**config.mk**
```make
export PLATFORM = sky130hd
export DESIGN_NAME = muldiv_ctrl
export DESIGN_NICKNAME = d
export VERILOG_FILES = /design/src/rtl/muldiv_ctrl_pkg.sv /design/src/rtl/muldiv_hilo_regs.sv /design/src/rtl/muldiv_ctrl.sv
export SDC_FILE = /design/constraint.sdc
export NUM_CORES = 1
export LEC_CHECK = 0
export CAP_MARGIN = 20
export CORE_MARGIN = 2
export CORE_UTILIZATION = 40
export DETAILED_ROUTE_END_ITERATION = 6
export PLACE_DENSITY_LB_ADDON = 0.05
export SETUP_SLACK_MARGIN = 0.4
export SYNTH_ARGS = -nofsm -noshare
export SYNTH_HDL_FRONTEND = slang
export SYNTH_HIERARCHICAL = 1
export SYNTH_SLANG_ARGS = --single-unit
```
**constraint.sdc**
```tcl
create_clock -name clk -period 4.5 [get_ports clk]
set_clock_uncertainty 0.2 [all_clocks]
set_input_delay 0.9 -clock clk [delete_from_list [all_inputs] [get_ports clk]]
set_output_delay 0.9 -clock clk [all_outputs]
set_load 0.01 [all_outputs]
```
**src/rtl/muldiv_ctrl_pkg.sv**
```systemverilog
// Shared definitions for the multiply/divide sequencing controller:
// op-vector bit positions, FSM state codes and HI/LO result field bounds.
package muldiv_ctrl_pkg;

    localparam int OP_MULT  = 0;
    localparam int OP_MULTU = 1;
    localparam int OP_DIV   = 2;
    localparam int OP_DIVU  = 3;

    typedef logic [1:0] md_state_t;

    localparam md_state_t ST_IDLE     = 2'd0;
    localparam md_state_t ST_MUL_WAIT = 2'd1;
    localparam md_state_t ST_DIV_REQ  = 2'd2;
    localparam md_state_t ST_DIV_WAIT = 2'd3;

    // {hi,lo} = {product high, product low} or {remainder, quotient}
    localparam int HI_MSB = 63;
    localparam int HI_LSB = 32;
    localparam int LO_MSB = 31;
    localparam int LO_LSB = 0;

    function automatic logic is_one_hot4(input logic [3:0] op);
        return (op != 4'd0) && ((op & (op - 4'd1)) == 4'd0);
    endfunction

endpackage

```
**src/rtl/muldiv_hilo_regs.sv**
```systemverilog
// Architectural HI/LO registers. A datapath commit takes priority over
// MTHI/MTLO; the controller never raises both in the same cycle.
module muldiv_hilo_regs
    import muldiv_ctrl_pkg::*;
(
    input  logic        clk,
    input  logic        rst_n,
    input  logic        commit_en,
    input  logic [63:0] commit_data,
    input  logic        mthi_en,
    input  logic        mtlo_en,
    input  logic [31:0] mt_data,
    output logic [31:0] hi,
    output logic [31:0] lo
);

    always_ff @(posedge clk or negedge rst_n) begin
        if (!rst_n) begin
            hi <= '0;
            lo <= '0;
        end else if (commit_en) begin
            hi <= commit_data[HI_MSB:HI_LSB];
            lo <= commit_data[LO_MSB:LO_LSB];
        end else begin
            if (mthi_en) hi <= mt_data;
            if (mtlo_en) lo <= mt_data;
        end
    end

endmodule

```
**src/rtl/muldiv_ctrl.sv**
```systemverilog
// Multiply/divide sequencing controller: issues ops to the mult_div datapath,
// waits for the result, commits HI/LO and stalls EXE on HI/LO hazards.
//
// state       | meaning
// ------------+----------------------------------------------------------
// ST_IDLE     | no op in flight; accepts ops, MTHI/MTLO, MFHI/MFLO
// ST_MUL_WAIT | multiply in flight; counter runs down to 0, then commit
// ST_DIV_REQ  | divide latched, waiting for divider tready
// ST_DIV_WAIT | divide running; commit on complete, abort at DIV_MAX
module muldiv_ctrl
    import muldiv_ctrl_pkg::*;
#(
    parameter int MUL_LAT = 2,
    parameter int DIV_MAX = 40
) (
    input  logic        clk,
    input  logic        rst_n,
    input  logic        exe_valid_in,
    input  logic [3:0]  exe_op_in,
    input  logic        exe_mthi_in,
    input  logic        exe_mtlo_in,
    input  logic        exe_mfhilo_in,
    input  logic [31:0] exe_src0_in,
    input  logic [31:0] exe_src1_in,
    input  logic        wb_ClrStpJmp_in,
    output logic [3:0]  md_op_out,
    output logic [31:0] md_in0_out,
    output logic [31:0] md_in1_out,
    input  logic [63:0] md_mult_res_in,
    input  logic [63:0] md_div_res_in,
    input  logic        md_div_complete_in,
    input  logic        md_div_tready_in,
    output logic        exe_stall_out,
    output logic [31:0] hi_out,
    output logic [31:0] lo_out,
    output logic        busy_out
);

    localparam int CNT_MAX = (DIV_MAX > MUL_LAT) ? DIV_MAX : MUL_LAT;
    localparam int CNT_W   = $clog2(CNT_MAX + 1);

    md_state_t        state;
    logic [CNT_W-1:0] cnt;

    logic flush;
    logic in_idle;
    logic op_legal;
    logic op_is_mul;
    logic op_is_div;
    logic issue_mul;
    logic issue_div;
    logic mul_done;
    logic div_done;
    logic div_abort;
    logic return_idle;
    logic commit_en;
    logic mthi_en;
    logic mtlo_en;
    logic hilo_access;
    logic [63:0] commit_data;

    assign flush     = wb_ClrStpJmp_in;
    assign in_idle   = (state == ST_IDLE);
    assign op_legal  = is_one_hot4(exe_op_in);
    assign op_is_mul = op_legal && (exe_op_in[OP_MULT] || exe_op_in[OP_MULTU]);
    assign op_is_div = op_legal && (exe_op_in[OP_DIV]  || exe_op_in[OP_DIVU]);

    assign issue_mul = in_idle && exe_valid_in && op_is_mul && !flush;
    assign issue_div = in_idle && exe_valid_in && op_is_div && !flush;

    assign mul_done  = (state == ST_MUL_WAIT) && (cnt == '0);
    assign div_done  = (state == ST_DIV_WAIT) && md_div_complete_in;
    assign div_abort = (state == ST_DIV_WAIT) && !md_div_complete_in
                       && (cnt == CNT_W'(DIV_MAX - 1));

    // Flush wins over a coinciding completion: nothing reaches HI/LO.
    assign return_idle = flush || mul_done || div_done || div_abort;
    assign commit_en   = !flush && (mul_done || div_done);
    assign commit_data = mul_done ? md_mult_res_in : md_div_res_in;

    assign mthi_en = in_idle && exe_valid_in && exe_mthi_in && !flush;
    assign mtlo_en = in_idle && exe_valid_in && exe_mtlo_in && !flush;

    assign hilo_access   = (exe_op_in != 4'd0) || exe_mthi_in || exe_mtlo_in
                           || exe_mfhilo_in;
    assign exe_stall_out = !flush && exe_valid_in && !in_idle && hilo_access;
    assign busy_out      = !in_idle;

    always_ff @(posedge clk or negedge rst_n) begin
        if (!rst_n) begin
            state      <= ST_IDLE;
            cnt        <= '0;
            md_op_out  <= '0;
            md_in0_out <= '0;
            md_in1_out <= '0;
        end else if (return_idle) begin
            state      <= ST_IDLE;
            cnt        <= '0;
            md_op_out  <= '0;
            md_in0_out <= '0;
            md_in1_out <= '0;
        end else begin
            case (state)
                ST_IDLE: begin
                    if (issue_mul || issue_div) begin
                        md_op_out  <= exe_op_in;
                        md_in0_out <= exe_src0_in;
                        md_in1_out <= exe_src1_in;
                    end
                    if (issue_mul) begin
                        state <= ST_MUL_WAIT;
                        cnt   <= CNT_W'(MUL_LAT - 1);
                    end else if (issue_div) begin
                        state <= ST_DIV_REQ;
                        cnt   <= '0;
                    end
                end
                ST_MUL_WAIT: begin
                    cnt <= cnt - CNT_W'(1);
                end
                ST_DIV_REQ: begin
                    if (md_div_tready_in) begin
                        state <= ST_DIV_WAIT;
                        cnt   <= '0;
                    end
                end
                ST_DIV_WAIT: begin
                    cnt <= cnt + CNT_W'(1);
                end
                default: begin
                    state <= ST_IDLE;
                    cnt   <= '0;
                end
            endcase
        end
    end

    muldiv_hilo_regs u_hilo (
        .clk         (clk),
        .rst_n       (rst_n),
        .commit_en   (commit_en),
        .commit_data (commit_data),
        .mthi_en     (mthi_en),
        .mtlo_en     (mtlo_en),
        .mt_data     (exe_src0_in),
        .hi          (hi_out),
        .lo          (lo_out)
    );

endmodule

```
==> impl_metrics.json, run 1 <==
{
  "dr.pass1.iters": 4,
  "hold_buffers": 0,
  "grt_overflow": 0,
  "portBuffers": 338,
  "setup-violations-final": 0,
  "die_width_um": 141,
  "clk_pin_slew_ns": 0.07,
  "synth_top_area_share_pct": 46.6,
  "io_pins": 339,
  "slew_viol_final": 0,
  "combPwrFrac_pct": 33.1,
  "p_sw_share_pct": 30.6,
  "end_kind": "primary output",
  "clock_latency_ns": 0.42,
  "synthFlopType": "dfrtp_1",
  "avgSynthCellArea_um2": 10.4,
  "power.internal_mw": 3.17,
  "fin_tns_setup_ns": 0,
  "die_y_um": 141,
  "antenna_left": 0,
  "p_leak_nw": 4.66,
  "wl_per_cell_um": 17.9,
  "core-area_mm2": 0.0186,
  "synth_area_mm2": 0.00753,
  "yosysWarnings": 6,
  "hold_path_depth": 2,
  "synth_cell_type_count": 53,
  "num_rows": 50,
  "hold_viol_final": 0,
  "cts_tree": "yes",
  "gp_congestion": 0.847,
  "finalCritPeriodShare_pct": 80.2,
  "worstSetupStartpointType": "primary input",
  "drc": 0,
  "track_usage_pct": 23.6,
  "yosys_register_bits": 140,
  "worstPathMaxFanout": 4,
  "nets": 1251,
  "pwr-share-seq_pct": 36.7,
  "ys_async_sr_fraction_pct": 100,
  "final_cell_mix": "clkdlybuf4s50_1 (337), nand2_1 (200), dfrtp_1 (140)",
  "clockBufferDepth": 2,
  "ctsHtreeMaxLevel": 4,
  "ctsResizeCount": 0,
  "status": "completed",
  "dieArea_mm2": 0.0199,
  "slew_headroom_pct": 36.7,
  "drive_gt1_share_pct": 12.7,
  "cts_buffers": 17,
  "final_common_cell": "clkdlybuf4s50_1",
  "vias_per_cell": 4.92,
  "grt_pass1_wl_um": 36300,
  "grt_max_degree": 129,
  "synthToLayoutAreaGrowth_pct": 52.6,
  "timing.fmax_ghz": 0.277,
  "synth_top_area_cell": "dfrtp_1",
  "p_sw_mw": 1.40,
  "r2r_cells": 5,
  "fin_crit_ns": 3.61,
  "synthTopCellsByArea": "dfrtp_1 (47%), nand2_1 (10%), mux2_4 (9.8%), mux2i_1 (8.6%), a21oi_1 (4.3%)",
  "drt-initial-drc-count": 374,
  "tightest_slew_ns": 0.949,
  "hpwl_um": 16700,
  "cp.arrival_ns": 2.51,
  "power_density_mw_per_mm2": 398,
  "cp.required_ns": 3.40,
  "clockRootBuffer": "clkbuf_16",
  "start_util_pct": 40.5,
  "yosysSeqAreaShare_pct": 46.6,
  "first_global_vias": 6440,
  "hold_class": "reg -> reg",
  "fin_util_pct": 61.8,
  "wl_um": 23000,
  "postCtsSetupBuffers": 0,
  "rsz0062_at_grt": "no",
  "cts_sinks": 140,
  "syn_nets": 936,
  "synth_edf_count": 0,
  "crit_type": "in -> out",
  "antenna_found_initial": 0,
  "vdd_ir_drop_max_mv": 0.270,
  "synth_cells": 726,
  "vias": 6348,
  "power.share.clock_pct": 30.2,
  "maxCapViolations": 0
}
[metrics by stage]
stage	instance area, µm²	hold slack (ns)	worst slack, ns	std cells	total power [mW]
floorplan	7530	0.346	1.92	726	2.32
global placement	10900	0.309	0.891	1256	3.20
detailed placement	10900	0.314	0.908	1256	3.22
CTS	11500	0.324	0.891	1288	4.62
global route	11500	0.339	0.792	1288	4.81
finish	11500	0.319	0.891	1290	4.57
[cells by family (layout without fill, tap and decap cells)]
logic type                 count (synthesis)  after routing  share of synthesized area, %
buffers and inverters                     58            386                          6.58
AOI/OAI and AO/OA                        157            157                          11.7
other                                      0              2                             0
adders and majority gates                  5              5                         0.931
muxes                                    129            129                          20.7
xor gates and xnor gates                   6              6                         0.698
DFF                                      140            140                          46.6
and+or+nand+nor                          231            231                          12.9
[layout make-up]
cell class              instances  area, µm²
inverters                       5       18.8
clock inverters                15        153
multi-input cells             528       3560
fillers                      1634       7100
well taps                     234        293
repair buffers                349       3530
clock buffers                  17        425
flip-flops and latches        140       3500
diodes                          2       5.00
[per-layer routing]
| layer | vias up | share of wire [%] | wire length, µm | track usage [%] |
|---|---|---|---|---|
| met2 | 209 | 49 | 11400 | 38.6 |
| met3 | 15 | 7.2 | 1660 | 7.88 |
| met5 | - | 0 | 0 | 0 |
| li1 | 3117 | - | - | - |
| met4 | 0 | 1.2 | 282 | 5.79 |
| met1 | 3007 | 42 | 9740 | 30.3 |
[worst paths after layout]
path                                  from        endpoint  slack (ns)
min in group asynchronous            rst_n    u_hilo/lo[5]        0.37
max in group asynchronous            rst_n   md_in1_out[6]        2.80
setup reg to reg                  state[0]  md_in0_out[25]        1.57
hold reg to reg             md_in1_out[17]  md_in1_out[17]        0.32
hold / removal              md_in1_out[17]  md_in1_out[17]        0.32
setup / recovery           wb_ClrStpJmp_in   exe_stall_out        0.89
[synthesized netlist by cell type, drive strengths merged, types with 2 or more instances]
cell    count
xnor2       4
dfrtp     140
a21o        2
o21ai      68
o21a        2
a21oi      74
mux2i      65
xor2        2
nor3        3
nor2       12
buf        50
nand4b      2
a22oi       2
inv         5
mux2       64
ha          4
o32ai       2
nand2     202
clkbuf      3
and2        2
[power groups by stage]
stage          combinational, mW  sequential [mW]  clock [mW]
2_1_floorplan              0.517             1.80           0
3_3_place_gp                1.52             1.68           0
3_5_place_dp                1.53             1.69           0
4_1_cts                     1.53             1.68        1.41
5_1_grt                     1.63             1.71        1.47
6_report                    1.51             1.68        1.38
[worst max-delay path, cell delays in order]
cell             delay (ns)
clkdlybuf4s50_1        0.48
nand2b_1               0.25
a311oi_1               0.29
clkdlybuf4s50_1        0.59
[state kept, by name, indices dropped and copies added (netlist names)]
register    flops
md_op_out       4
cnt             6
md_in1_out     32
u_hilo/hi      32
state           2
md_in0_out     32
u_hilo/lo      32
(Power assumes the default switching activity.)
==> run 2, diff against run 1 <==
clock period = 3.6 ns   (was 4.5 ns; I/O delays follow)
==> impl_metrics.json, run 2 (synthesis gave the netlist of run 1 again) <==
{
  "status": "completed",
  "slew_viol_final": 0,
  "clk_pin_slew_ns": 0.07,
  "hold_buffers": 0,
  "wl_um": 23000,
  "end_kind": "primary output",
  "cts_buffers": 17,
  "hold_class": "in -> async",
  "clock_latency_ns": 0.42,
  "fillerInstances": 1590,
  "synthToLayoutAreaGrowth_pct": 53.2,
  "final_common_cell": "clkdlybuf4s50_1",
  "cp.arrival_ns": 1.88,
  "start_util_pct": 40.5,
  "crit_type": "in -> out",
  "worstPathMaxFanout": 4,
  "grt_pass1_wl_um": 36000,
  "multi_input_area_mm2": 0.00357,
  "seqCellArea_mm2": 0.00350,
  "ctsHtreeMaxLevel": 4,
  "clockRootBuffer": "clkbuf_16",
  "fin_crit_ns": 2.80,
  "drc": 0,
  "grt_overflow": 0,
  "grt_max_degree": 79,
  "gp_congestion": 0.830,
  "setup-violations-final": 0,
  "timing.fmax_ghz": 0.357,
  "drive_gt1_share_pct": 13.2,
  "p_leak_nw": 4.69,
  "vias": 6399,
  "dieArea_mm2": 0.0199,
  "die_width_um": 141,
  "final_cell_mix": "clkdlybuf4s50_1 (336), nand2_1 (200), dfrtp_1 (140)",
  "core-area_mm2": 0.0186,
  "whs_ns": 0.125,
  "hold_viol_final": 0,
  "cts_tree": "yes",
  "num_rows": 50,
  "fin_tns_setup_ns": 0,
  "vias_per_cell": 4.95,
  "numPlacedInstances": 1259,
  "drt-initial-drc-count": 281,
  "power_density_mw_per_mm2": 491,
  "cts_sinks": 140,
  "antenna_left": 0,
  "clockBufferDepth": 2,
  "wl_per_cell_um": 17.8,
  "vdd_ir_drop_max_mv": 0.331,
  "dr.pass1.iters": 4,
  "track_usage_pct": 23.2,
  "slew_headroom_pct": 50.2,
  "portBuffers": 338,
  "rsz0062_at_grt": "no",
  "io_pins": 339,
  "nets": 1254,
  "first_global_vias": 6265,
  "cp.required_ns": 2.68,
  "finalCritPeriodShare_pct": 77.8,
  "hpwl_um": 16600,
  "die_y_um": 141,
  "worstSetupStartpointType": "primary input",
  "antenna_found_initial": 0,
  "final_cells": 1292,
  "maxCapViolations": 0,
  "tightest_slew_ns": 0.747
}
-- run 2: changes by cell type in the layout (fill, tap and decap cells not counted) --
| cell | before | now |
|---|---|---|
| buf_12 | 5 | 8 |
| inv_6 | 6 | 8 |
| inv_8 | 3 | 1 |
| a311oi_1 | 1 | 0 |
| a311oi_2 | 0 | 1 |
| bufinv_16 | 1 | 0 |
| clkdlybuf4s50_1 | 337 | 336 |
| clkinv_4 | 1 | 2 |
| diode_2 | 2 | 1 |
| dlymetal6s2s_1 | 0 | 1 |
| nand2b_1 | 1 | 0 |
| nand2b_4 | 0 | 1 |
-- run 2: critical path: stages --
cell and delay [ns]:
clkdlybuf4s50_1 0.51, nand2b_4 0.21, a311oi_2 0.25, dlymetal6s2s_1 0.19
-- run 2: worst paths after layout --
kind	startpoint	endpoint	slack, ns	cells after the start
setup / recovery	wb_ClrStpJmp_in	exe_stall_out	0.80	4
hold / removal	rst_n	md_in0_out[5]	0.12	1
setup reg to reg	state[0]	u_hilo/hi[28]	0.97	6
hold reg to reg	md_in0_out[1]	md_in0_out[1]	0.32	2
max in group asynchronous	rst_n	md_in0_out[27]	2.38	2
min in group clk	md_in0_out[1]	md_in0_out[1]	0.32	2
-- run 2: per-stage QoR --
stage	cell area (µm²)	utilization [%]	total power, mW	setup slack, ns
detailed placement	11000	59.0	4.03	0.302
CTS	11500	62.0	5.72	0.419
finish	11500	62.1	5.66	0.798
global placement	11000	59.0	4.01	0.336
floorplan	7530	-	2.90	1.38
global route	11500	62.0	5.95	0.761
-- run 2: where the power goes --
| part | leakage [nW] | total [mW] | internal, mW | switching (mW) |
|---|---|---|---|---|
| sequential | 1.81 | 2.09 | 1.90 | 0.188 |
| clock | 0.264 | 1.66 | 0.904 | 0.761 |
| combinational | 2.62 | 1.90 | 1.09 | 0.813 |
-- run 2: metal layers --
layer	up-vias	part of all wire, %	global-route usage (%)
met1	3033	43	30.5
met4	0	2.2	8.11
met3	31	6.7	6.76
li1	3116	-	-
met5	-	0	0
met2	219	48	36.7
-- run 2: repair_timing --
item	in CTS	in global routing
gates resized for setup	2	1
setup buffers	0	0
setup endpoints to repair	1	1
pin swaps	0	0
-- run 2: final cells by class --
cell class,count,share of cell area [%]
Antenna cell,1,0.0217
Clock buffer,17,3.69
Clock inverter,15,1.10
Inverter,5,0.163
Multi-Input combinational cell,528,31.0
Sequential cell,140,30.4
Tap cell,234,2.54
Timing Repair Buffer,352,31.2
